### config.mk
export PLATFORM = sky130hd
export DESIGN_NAME = amber48_fetch
export DESIGN_NICKNAME = d
export VERILOG_FILES = /design/src/rtl/amber48_fetch.sv
export SDC_FILE = /design/constraint.sdc
export NUM_CORES = 1
export LEC_CHECK = 0
export BUFFER_PORTS_ARGS = -buffer_cell sky130_fd_sc_hd__buf_2
export CAP_MARGIN = 20
export CORE_MARGIN = 1
export CORE_UTILIZATION = 35
export DETAILED_ROUTE_END_ITERATION = 12
export PLACE_DENSITY = 0.54
export SYNTH_ARGS = -nofsm -noshare
export SYNTH_HDL_FRONTEND = slang
export SYNTH_SLANG_ARGS = --single-unit
### constraint.sdc
create_clock -name clk_i -period 5 [get_ports clk_i]
set_clock_uncertainty 0.1 [all_clocks]
set_input_delay 0.5 -clock clk_i [delete_from_list [all_inputs] [get_ports clk_i]]
set_output_delay 0.5 -clock clk_i [all_outputs]
set_load 0.05 [all_outputs]
### src/rtl/amber48_fetch.sv
// amber48 instruction fetch stage: owns the fetch PC, issues in-order word requests and
// buffers returned instructions in a small in-order queue feeding the decoder.

package amber48_pkg;
    localparam int XLEN = 48;

    typedef struct packed {
        logic            valid;
        logic [XLEN-1:0] pc;
        logic [47:0]     instr;
    } amber48_decode_in_s;
endpackage

module amber48_fetch #(
    parameter int              XLEN     = amber48_pkg::XLEN,
    parameter logic [XLEN-1:0] RESET_PC = '0,
    parameter int              DEPTH    = 2
) (
    input  logic                                clk_i,
    input  logic                                rst_ni,
    output logic                                imem_req_o,
    output logic [XLEN-1:0]                     imem_addr_o,
    input  logic                                imem_gnt_i,
    input  logic                                imem_rvalid_i,
    input  logic [47:0]                         imem_rdata_i,
    input  logic                                redirect_i,
    input  logic [XLEN-1:0]                     redirect_pc_i,
    output amber48_pkg::amber48_decode_in_s     fetch_o,
    input  logic                                fetch_ready_i
);

    localparam int AW = (DEPTH > 1) ? $clog2(DEPTH) : 1;
    localparam int CW = AW + 1;
    localparam int DW = $clog2(DEPTH + 1) + 1;

    logic [XLEN-1:0]  pc_q;
    logic [XLEN-1:0]  q_pc    [DEPTH];
    logic [47:0]      q_instr [DEPTH];
    logic [DEPTH-1:0] q_filled;
    logic [AW-1:0]    head_q;
    logic [AW-1:0]    tail_q;
    logic [AW-1:0]    fill_q;
    logic [CW-1:0]    count_q;
    logic [CW-1:0]    unfilled_q;
    logic [DW-1:0]    discard_q;
    logic             active_q;

    logic head_valid;
    logic out_valid;
    logic pop;
    logic req;
    logic issue;
    logic drop;
    logic fill;

    always_comb begin
        head_valid = active_q && (count_q != '0) && q_filled[head_q];
        out_valid  = rst_ni && head_valid && !redirect_i;
        pop        = out_valid && fetch_ready_i;
        // a head popped this cycle frees its slot for a same-cycle issue
        req        = rst_ni && active_q && !redirect_i &&
                     ((count_q != CW'(DEPTH)) || pop);
        issue      = req && imem_gnt_i;
        drop       = imem_rvalid_i && (discard_q != '0);
        fill       = imem_rvalid_i && (discard_q == '0) && (unfilled_q != '0) && !redirect_i;
    end

    assign imem_req_o  = req;
    assign imem_addr_o = pc_q;

    always_comb begin
        fetch_o = '0;
        if (out_valid) begin
            fetch_o.valid = 1'b1;
            fetch_o.pc    = q_pc[head_q];
            fetch_o.instr = q_instr[head_q];
        end
    end

    always_ff @(posedge clk_i) begin
        if (!rst_ni) begin
            pc_q       <= RESET_PC;
            head_q     <= '0;
            tail_q     <= '0;
            fill_q     <= '0;
            count_q    <= '0;
            unfilled_q <= '0;
            discard_q  <= '0;
            q_filled   <= '0;
            active_q   <= 1'b0;
            for (int i = 0; i < DEPTH; i++) begin
                q_pc[i]    <= '0;
                q_instr[i] <= '0;
            end
        end else begin
            active_q <= 1'b1;
            if (redirect_i) begin
                pc_q       <= redirect_pc_i;
                head_q     <= '0;
                tail_q     <= '0;
                fill_q     <= '0;
                count_q    <= '0;
                unfilled_q <= '0;
                q_filled   <= '0;
                // every unfilled entry still owes a response; one may be arriving right now
                discard_q  <= discard_q + DW'(unfilled_q) - DW'(imem_rvalid_i);
            end else begin
                if (pop) begin
                    q_filled[head_q] <= 1'b0;
                    head_q           <= head_q + AW'(1);
                end
                if (issue) begin
                    q_pc[tail_q]     <= pc_q;
                    q_filled[tail_q] <= 1'b0;
                    tail_q           <= tail_q + AW'(1);
                    pc_q             <= pc_q + XLEN'(1);
                end
                if (drop) begin
                    discard_q <= discard_q - DW'(1);
                end else if (fill) begin
                    q_instr[fill_q]  <= imem_rdata_i;
                    q_filled[fill_q] <= 1'b1;
                    fill_q           <= fill_q + AW'(1);
                end
                count_q    <= count_q + CW'(issue) - CW'(pop);
                unfilled_q <= unfilled_q + CW'(issue) - CW'(fill);
            end
        end
    end

    always_ff @(posedge clk_i) begin
        if (rst_ni && active_q && imem_rvalid_i && (discard_q == '0)) begin
            if (!redirect_i) begin
                fill_has_entry : assert (unfilled_q != '0);
            end else begin
                discard_no_underflow : assert (unfilled_q != '0);
            end
        end
    end

endmodule

# After elaboration in Yosys (flattened, before gate mapping)
# Memory sizes are Yosys's and may differ from the RTL's. A register that Yosys moved wholly into a read port is not among the register bits.
# Cells that the tools add are included.
[classes] reduce_logical=28 n_eq_ne=1 mux=42 addsub=11 order_cmp=6 bitwise=7
[ops] cell="$mux 48" count=4
[ops] cell="$mux 97" count=1
[ops] cell="$reduce_or 48->1" count=2
[ops] cell="$add 48x1->48 const B" count=1
[ops] cell="$mux 1" count=24
[ops] cell="$logic_and 1x1->1" count=16
[ops] cell="$mux 2" count=8
[ops] cell="$reduce_bool 2->1" count=4
[ops] cell="$lt 1x2->1 const B" count=3
[ops] cell="$mux 3" count=2
[ops] cell="$add 2x1->2" count=2
[ops] cell="$and 2x2->2" count=2
[ops] cell="$not 2->2" count=2
[ops] cell="$sub 2x1->2" count=2
[ops] cell="$add 1x1->1 const B" count=3
[ops] cell="$add 3x2->3" count=1
[ops] cell="$demux 1 s1" count=3
[ops] cell="$ge 1x1->1 const B" count=3
[ops] cell="$logic_not 3->1" count=1
[ops] cell="$reduce_bool 3->1" count=1
[ops] cell="$sub 3x1->3" count=1
[ops] cell="$sub 3x1->3 const B" count=1
[ops] cell="$ne 2x2->1 const B" count=1
[ops] cell="$not 1->1" count=2
[ops] cell="5 further kinds" count=5
[word_totals] input_bits=102 regBits=61 memories=2 wordCells=106 ramBits=192
[mem_list] name="q_instr" depth=2 word_bits=48 rd=1 rd_ports_with_merged_regs=1 write_ports=2 line="38" source="logic [47:0] q_instr [DEPTH];"
[mem_list] name="q_pc" depth=2 word_bits=48 rd=1 rd_ports_with_merged_regs=1 write_ports=2 line="37" source="logic [XLEN-1:0] q_pc [DEPTH];"

# Longest topological paths before layout
# Gate-level depths: netlist of the first run.
[depth] word_depth=16 depth_mapped=12 mapped_depth_nobuf=11

# Least setup slack after synthesis of the first run
# OpenSTA, ideal clock, no wires.
[synth_timing] path_type="register -> register" start="reg head_q" end="mem q_pc[1][0], enable pin" required_ns=4.315 path_slack_ns=1.996 arrival_ns=2.319 path_stages_with_launch=7 path_buffers=1 synth_period_minus_slack_ns=3.004 cell_sequence="dfxtp_1 mux2_2 a32oi_1 nor2_1 clkbuf_1 nand2_1 nand2_1"
[synth_lines] item="start, declared" line="40" source="logic [AW-1:0] head_q;"
[synth_lines] item="start signal, assigned" line="110" source="head_q <= head_q + AW'(1);"
[synth_lines] item="end, declared" line="37"

==> results of run 1 <==
[area by class of cell]
| cell class | count | area, um2 | share of cell area (%) |
|---|---|---|---|
| antenna | 1 | 2.50 | 0.0169 |
| clock inverter | 15 | 125 | 0.844 |
| tap | 455 | 569 | 3.84 |
| multi-input combinational | 748 | 4860 | 32.8 |
| inverter | 15 | 56.3 | 0.380 |
| timing repair buffer | 265 | 1410 | 9.50 |
| clock buffer | 38 | 790 | 5.32 |
| sequential | 254 | 7010 | 47.3 |
[state kept, by name (all words and copies together), names as in the netlist, named ones only]
register,cells
imem_addr_o,48
head_q,1
count_q,2
q_pc,96
tail_q,1
discard_q,3
q_instr,96
fill_q,1
q_filled,2
unfilled_q,2
active_q,1
[worst max-delay path, cell delays in order (launching register included)]
cell,delay [ns]
dfxtp_1,0.40
mux2_2,0.41
o2111ai_4,0.24
buf_4,0.86
nor2_1,0.19
buf_2,0.28
[per-layer routing]
metal  wire [um]  global-route usage (%)  vias to the layer above
met1       16000                    27.0                     4618
met5           0                       0                        -
met2       16600                    31.1                      276
met4         719                    4.59                        0
met3        1790                    2.50                       41
li1            -                       -                     4476
[power by group through the flow]
stage          clock network [W]  logic [W]  registers, W
3_3_place_gp                   0   0.000391       0.00248
2_1_floorplan                  0   0.000165       0.00254
6_report                 0.00206   0.000394       0.00243
5_1_grt                  0.00218   0.000428       0.00245
4_1_cts                  0.00209   0.000397       0.00243
3_5_place_dp                   0   0.000395       0.00248
[stage by stage]
stage	setup WS (ns)	hold slack [ns]	cell area [um2]
4_1_cts	1.33	0.0488	14800
2_1_floorplan	2.00	0.355	12200
3_5_place_dp	1.18	0.377	13900
5_1_grt	1.22	0.0685	14800
6_report	1.36	0.0694	14800
3_3_place_gp	1.31	0.375	13900
[worst max-delay path by stage]
| stage | slack, ns | startpoint | cells past startpoint | endpoint |
|---|---|---|---|---|
| finish | 1.36 | head_q | 5 | fetch_o[32] |
| global route | 1.22 | head_q | 5 | fetch_o[96] |
| CTS | 1.33 | head_q | 5 | fetch_o[32] |
| detailed placement | 1.18 | redirect_i | 13 | count_q[1] |
| global placement | 1.31 | rst_ni | 6 | q_pc[0][15] |
| floorplan | 2.00 | head_q | 6 | q_pc[1][0] |
[cell usage after synthesis, drive strengths merged (11+ instances only)]
cell	number
nand4	18
dfxtp	62
nor4	11
and2	53
nand3	45
xor2	16
a21oi	21
inv	14
edfxtp	192
and3	150
o21ai	24
xnor2	15
clkbuf	79
nand2	59
or4	18
mux2i	97
nor2	122
[logic make-up after synthesis]
kind of cell | count (synthesis) | synth area share, %
buffers and inverters | 104 | 3.27
muxes | 98 | 8.04
adders and majority gates | 11 | 1.19
xor gates and xnor gates | 31 | 2.22
AOI/OAI and AO/OA | 97 | 5.32
DFF | 254 | 57.4
and+or+nand+nor | 511 | 22.6
==> impl_metrics.toml, run 1 <==
[status]
status = "complete, no violations"

[min_path]
min_path_cells = 3
hp-start = "redirect_pc_i[36]"
whs_endpoint = "imem_addr_o[36]"
hp-class = "in2reg"

[synthesis]
ys_seq_area_share_pct = 57.4
synth_top_cells_by_area = "edfxtp_1 (47%), dfxtp_1 (10%), mux2i_1 (8.0%)"
synthesis.nets = 1219
yosys.area.top_type_share_pct = 47.2
synth_edf_count = 192
synthCells = 1106
syn-cell-area_um2 = 12200
yosys_warnings = 0
syn_area_per_cell_um2 = 11.0
ys_ff_latch = 254
async_flop_share_pct = 0
synthDistinctLibCells = 59
synth_top_area_cell = "edfxtp_1"
yosys_most_used_dff = "edfxtp_1"

[power]
swShare_pct = 24.6
p_total_w = 0.00488
p_seq_share_pct = 49.8
power.density_nw_per_um2 = 329
ir_drop_mv = 0.267
p_clk_share_pct = 42.1
leakagePower_nw = 6.19
pwr-share-comb_pct = 8.1
power_switching_w = 0.00120
internal_power_w = 0.00368

[drt]
viasPerCell = 5.25
num_vias = 9411
wl_per_cell_um = 19.6
detail_route.first_pass.iterations = 6
wl_um = 35100
drc_errors = 0
ant_nets = 0
drt-initial-drc-count = 653

[placement]
gp_congestion = 0.751
post-dp-hpwl_um = 21700
placed_cells = 1736
port_buffers = 247

[setup_path]
end_kind = "primary output"
startpoint_type = "register"
worstPathMaxFanout = 84
cp_data_arrival_time_ns = 3.04
r2r_slack_ns = 1.54
rr_endpoint = "count_q[1]"
crit_type = "reg2out"
crit_required_ns = 4.40
r2r_cells = 12
r2r_start = "head_q"

[sta]
fin_tns_setup_ns = 0
rsz0062_at_grt = "no"
period_share_pct = 72.8
max_clock_freq_mhz = 275
finalSetupViolCount = 0
worstMarginPinSlew_ns = 1.11
period_minus_slack_ns = 3.64
maxSlewViolCount = 0
hold_violations = 0
slew_headroom_pct = 25.7

[final_layout]
fillCellCount = 3331
stdcell_count = 1791
utilization_pct = 43.0
area.growth.synth_to_final_pct = 21.4
final_common_cell = "buf_2"
layout-drive-gt1-share_pct = 24.7
most-common-layout-cells = "buf_2 (247), edfxtp_1 (192), and3_1 (147)"
final_nets = 1426

[floorplanning]
initial_core_util_pct = 35.4
num_rows = 68
die_w_um = 189
dieArea_um2 = 35600
io_pins = 248
fp.dieH_um = 189
core-area_um2 = 34500

[cts]
path_clk_slew_ns = 0.06
post_cts_buffers = 0
insertion_delay_ns = 0.54
cts_tree = "done"
cts.path.max_buffers = 3
cts-hold-fix-buffers = 0
cts_buffers = 29
numClockSinks = 254
htree_levels = 1
cts.repair.resized = 0
cts_root_buffer = "clkbuf_16"

[global_route]
grt_util_all_layers_pct = 19.2
antenna_found_initial = 1
gr-total-overflow = 0
grt_first_pass_wirelength_um = 53500
grt_pass1_vias = 9025
grt_max_degree = 85

[flow_run]
max_cap_violations = 0
Note: power is estimated with default switching activity, not from simulation.
==> inputs of run 2 (changes only) <==
--- a/config.mk
+++ b/config.mk
@@ -10,7 +10,7 @@
 export CORE_MARGIN = 1
 export CORE_UTILIZATION = 35
 export DETAILED_ROUTE_END_ITERATION = 12
-export PLACE_DENSITY = 0.54
+export PLACE_DENSITY = 0.56
 export SYNTH_ARGS = -nofsm -noshare
 export SYNTH_HDL_FRONTEND = slang
 export SYNTH_SLANG_ARGS = --single-unit
==> constraint.sdc (replaced) <==
create_clock -name clk_i -period 2.9 [get_ports clk_i]
set_clock_uncertainty 0.1 [all_clocks]
set_input_delay 0.29 -clock clk_i [delete_from_list [all_inputs] [get_ports clk_i]]
set_output_delay 0.29 -clock clk_i [all_outputs]
set_load 0.05 [all_outputs]
==> run 2 against run 1 <==
Effect of this change:
- the run now ends with design-rule violations left
- die area did not move
- core utilization increased by 3.6 points
- sequential share of layout area down 3.7 points
- sequential power up 72%
- wire length is 3.8% higher
- cell count grew 6.4%
- via count is 6.2% higher
==> impl_metrics.toml, run 2 (same netlist as run 1, synthesis figures left out) <==
[final_layout]
area.growth.synth_to_final_pct = 31.6
layout-drive-gt1-share_pct = 24.6
fillCellCount = 3223
multi_input_area_um2 = 4850
seq_area_um2 = 7010
final_nets = 1542
final_common_cell = "buf_2"
most-common-layout-cells = "buf_2 (244), edfxtp_1 (192), and3_1 (147)"

[flow_run]
max_cap_violations = 0

[cts]
cts.repair.resized = 0
numClockSinks = 254
cts.path.max_buffers = 3
cts_buffers = 28
cts_root_buffer = "clkbuf_16"
cts_tree = "done"
post_cts_buffers = 0
insertion_delay_ns = 0.55
htree_levels = 1
path_clk_slew_ns = 0.06

[floorplanning]
die_w_um = 189
initial_core_util_pct = 35.4
core-area_um2 = 34500
num_rows = 68
io_pins = 248
dieArea_um2 = 35600
fp.dieH_um = 189

[sta]
hold_violations = 0
worstMarginPinSlew_ns = 0.784
slew_headroom_pct = 47.7
rsz0062_at_grt = "no"
fin_tns_setup_ns = 0
period_share_pct = 94.2
max_clock_freq_mhz = 366
finalSetupViolCount = 0
maxSlewViolCount = 0
period_minus_slack_ns = 2.73
setup_ws_ns = 0.170

[setup_path]
r2r_slack_ns = 0.36
crit_chain = "mux2_2, o2111ai_4, buf_4, nor2_1, buf_2"
cp-startpoint = "head_q"
crit_required_ns = 2.51
crit_cells = 5
crit_slowest_cell = "buf_4"
cp_data_arrival_time_ns = 2.34
critPathBufInv = 2
end_kind = "primary output"
slowest_delay_ns = 0.46
startpoint_type = "register"
cpLargestDelayFamily = "buffers and inverters"
rr_endpoint = "imem_addr_o[45]"
r2r_cells = 5
setup.worst_path.end = "fetch_o[74]"
crit_type = "reg2out"
r2r_start = "imem_addr_o[12]"
worstPathMaxFanout = 44

[drt]
detail_route.first_pass.iterations = 9
wl_per_cell_um = 19.1
ant_nets = 0
num_vias = 9991
viasPerCell = 5.24
drc_errors = 4
wl_um = 36500
drt-initial-drc-count = 692

[global_route]
grt_pass1_vias = 9577
gr-total-overflow = 0
grt_util_all_layers_pct = 19.8
antenna_found_initial = 2
grt_first_pass_wirelength_um = 55500
grt_max_degree = 66

[power]
ir_drop_mv = 0.405
p_total_w = 0.00877
leakagePower_nw = 6.74
power.density_nw_per_um2 = 546

[placement]
gp_congestion = 0.822
port_buffers = 247
post-dp-hpwl_um = 23300
dpl_worst_slack_ns = 0.418

[min_path]
hp-class = "in2reg"

[status]
violations = "design-rule violations"
status = "finished, violations left"
run 2: changes by cell type in the layout (fill, tap and decap cells not counted), moves of 3 or more:
cell	before	now
dlygate4sd3_1	0	90
buf_2	247	244
buf_4	15	38
clkbuf_1	6	3
buf_12	3	10
bufinv_16	2	5
run 2: where the power goes:
group	internal [W]	leakage [nW]	switching (W)
clock	0.00230	0.470	0.00146
combinational	0.000308	3.77	0.000521
sequential	0.00406	2.50	0.000120
run 2: layout make-up:
| cell class | count | area share (%) |
|---|---|---|
| diodes | 2 | 0.0311 |
| clock buffers | 34 | 4.76 |
| inverters | 15 | 0.350 |
| flip-flops and latches | 254 | 43.6 |
| clock inverters | 16 | 1.27 |
| well taps | 455 | 3.54 |
| repair buffers | 382 | 16.2 |
| multi-input cells | 748 | 30.2 |
run 2: through the flow:
| step | instances | area (um2) | hold slack (ns) | utilization, % |
|---|---|---|---|---|
| after global placement | 1764 | 14200 | 0.372 | 41.2 |
| after global routing | 1905 | 16100 | 0.0216 | 46.6 |
| after floorplan | 1106 | 12200 | 0.218 | - |
| after CTS | 1904 | 16100 | 0.00806 | 46.6 |
| final | 1906 | 16100 | 0.0243 | 46.6 |
| after detailed placement | 1764 | 14200 | 0.379 | 41.2 |
run 2: worst min path at each step:
stage | startpoint | end | slack, ns | cells after the start
3_5_place_dp | q_filled[0] | q_filled[0] | 0.38 | 2
4_1_cts | redirect_pc_i[5] | imem_addr_o[5] | 0.008 | 3
5_1_grt | fetch_ready_i | q_filled[1] | 0.02 | 3
6_report | redirect_pc_i[29] | imem_addr_o[29] | 0.02 | 3
3_3_place_gp | q_filled[1] | q_filled[1] | 0.37 | 1
2_1_floorplan | rst_ni | active_q | 0.22 | 0
run 2: routing by layer:
layer  up-vias  GRT usage (%)  routed length [um]
met2       307           32.5               17100
met5         -              0                   0
met1      4914           26.9               16300
met3        50           3.09                2210
met4         0           5.49                 818
li1       4720              -                   -
run 2: repair_timing:
item / 4_1_cts / 5_1_grt
setup endpoints to repair: 0 / 0
hold buffers: 90 / 0
endpoints found under the hold margin: 138 / 0
run 2: worst min-delay path, delay by kind of cell:
family	cells	cell delay, ns
buf+inv	1	0.08
compound gates	2	0.24
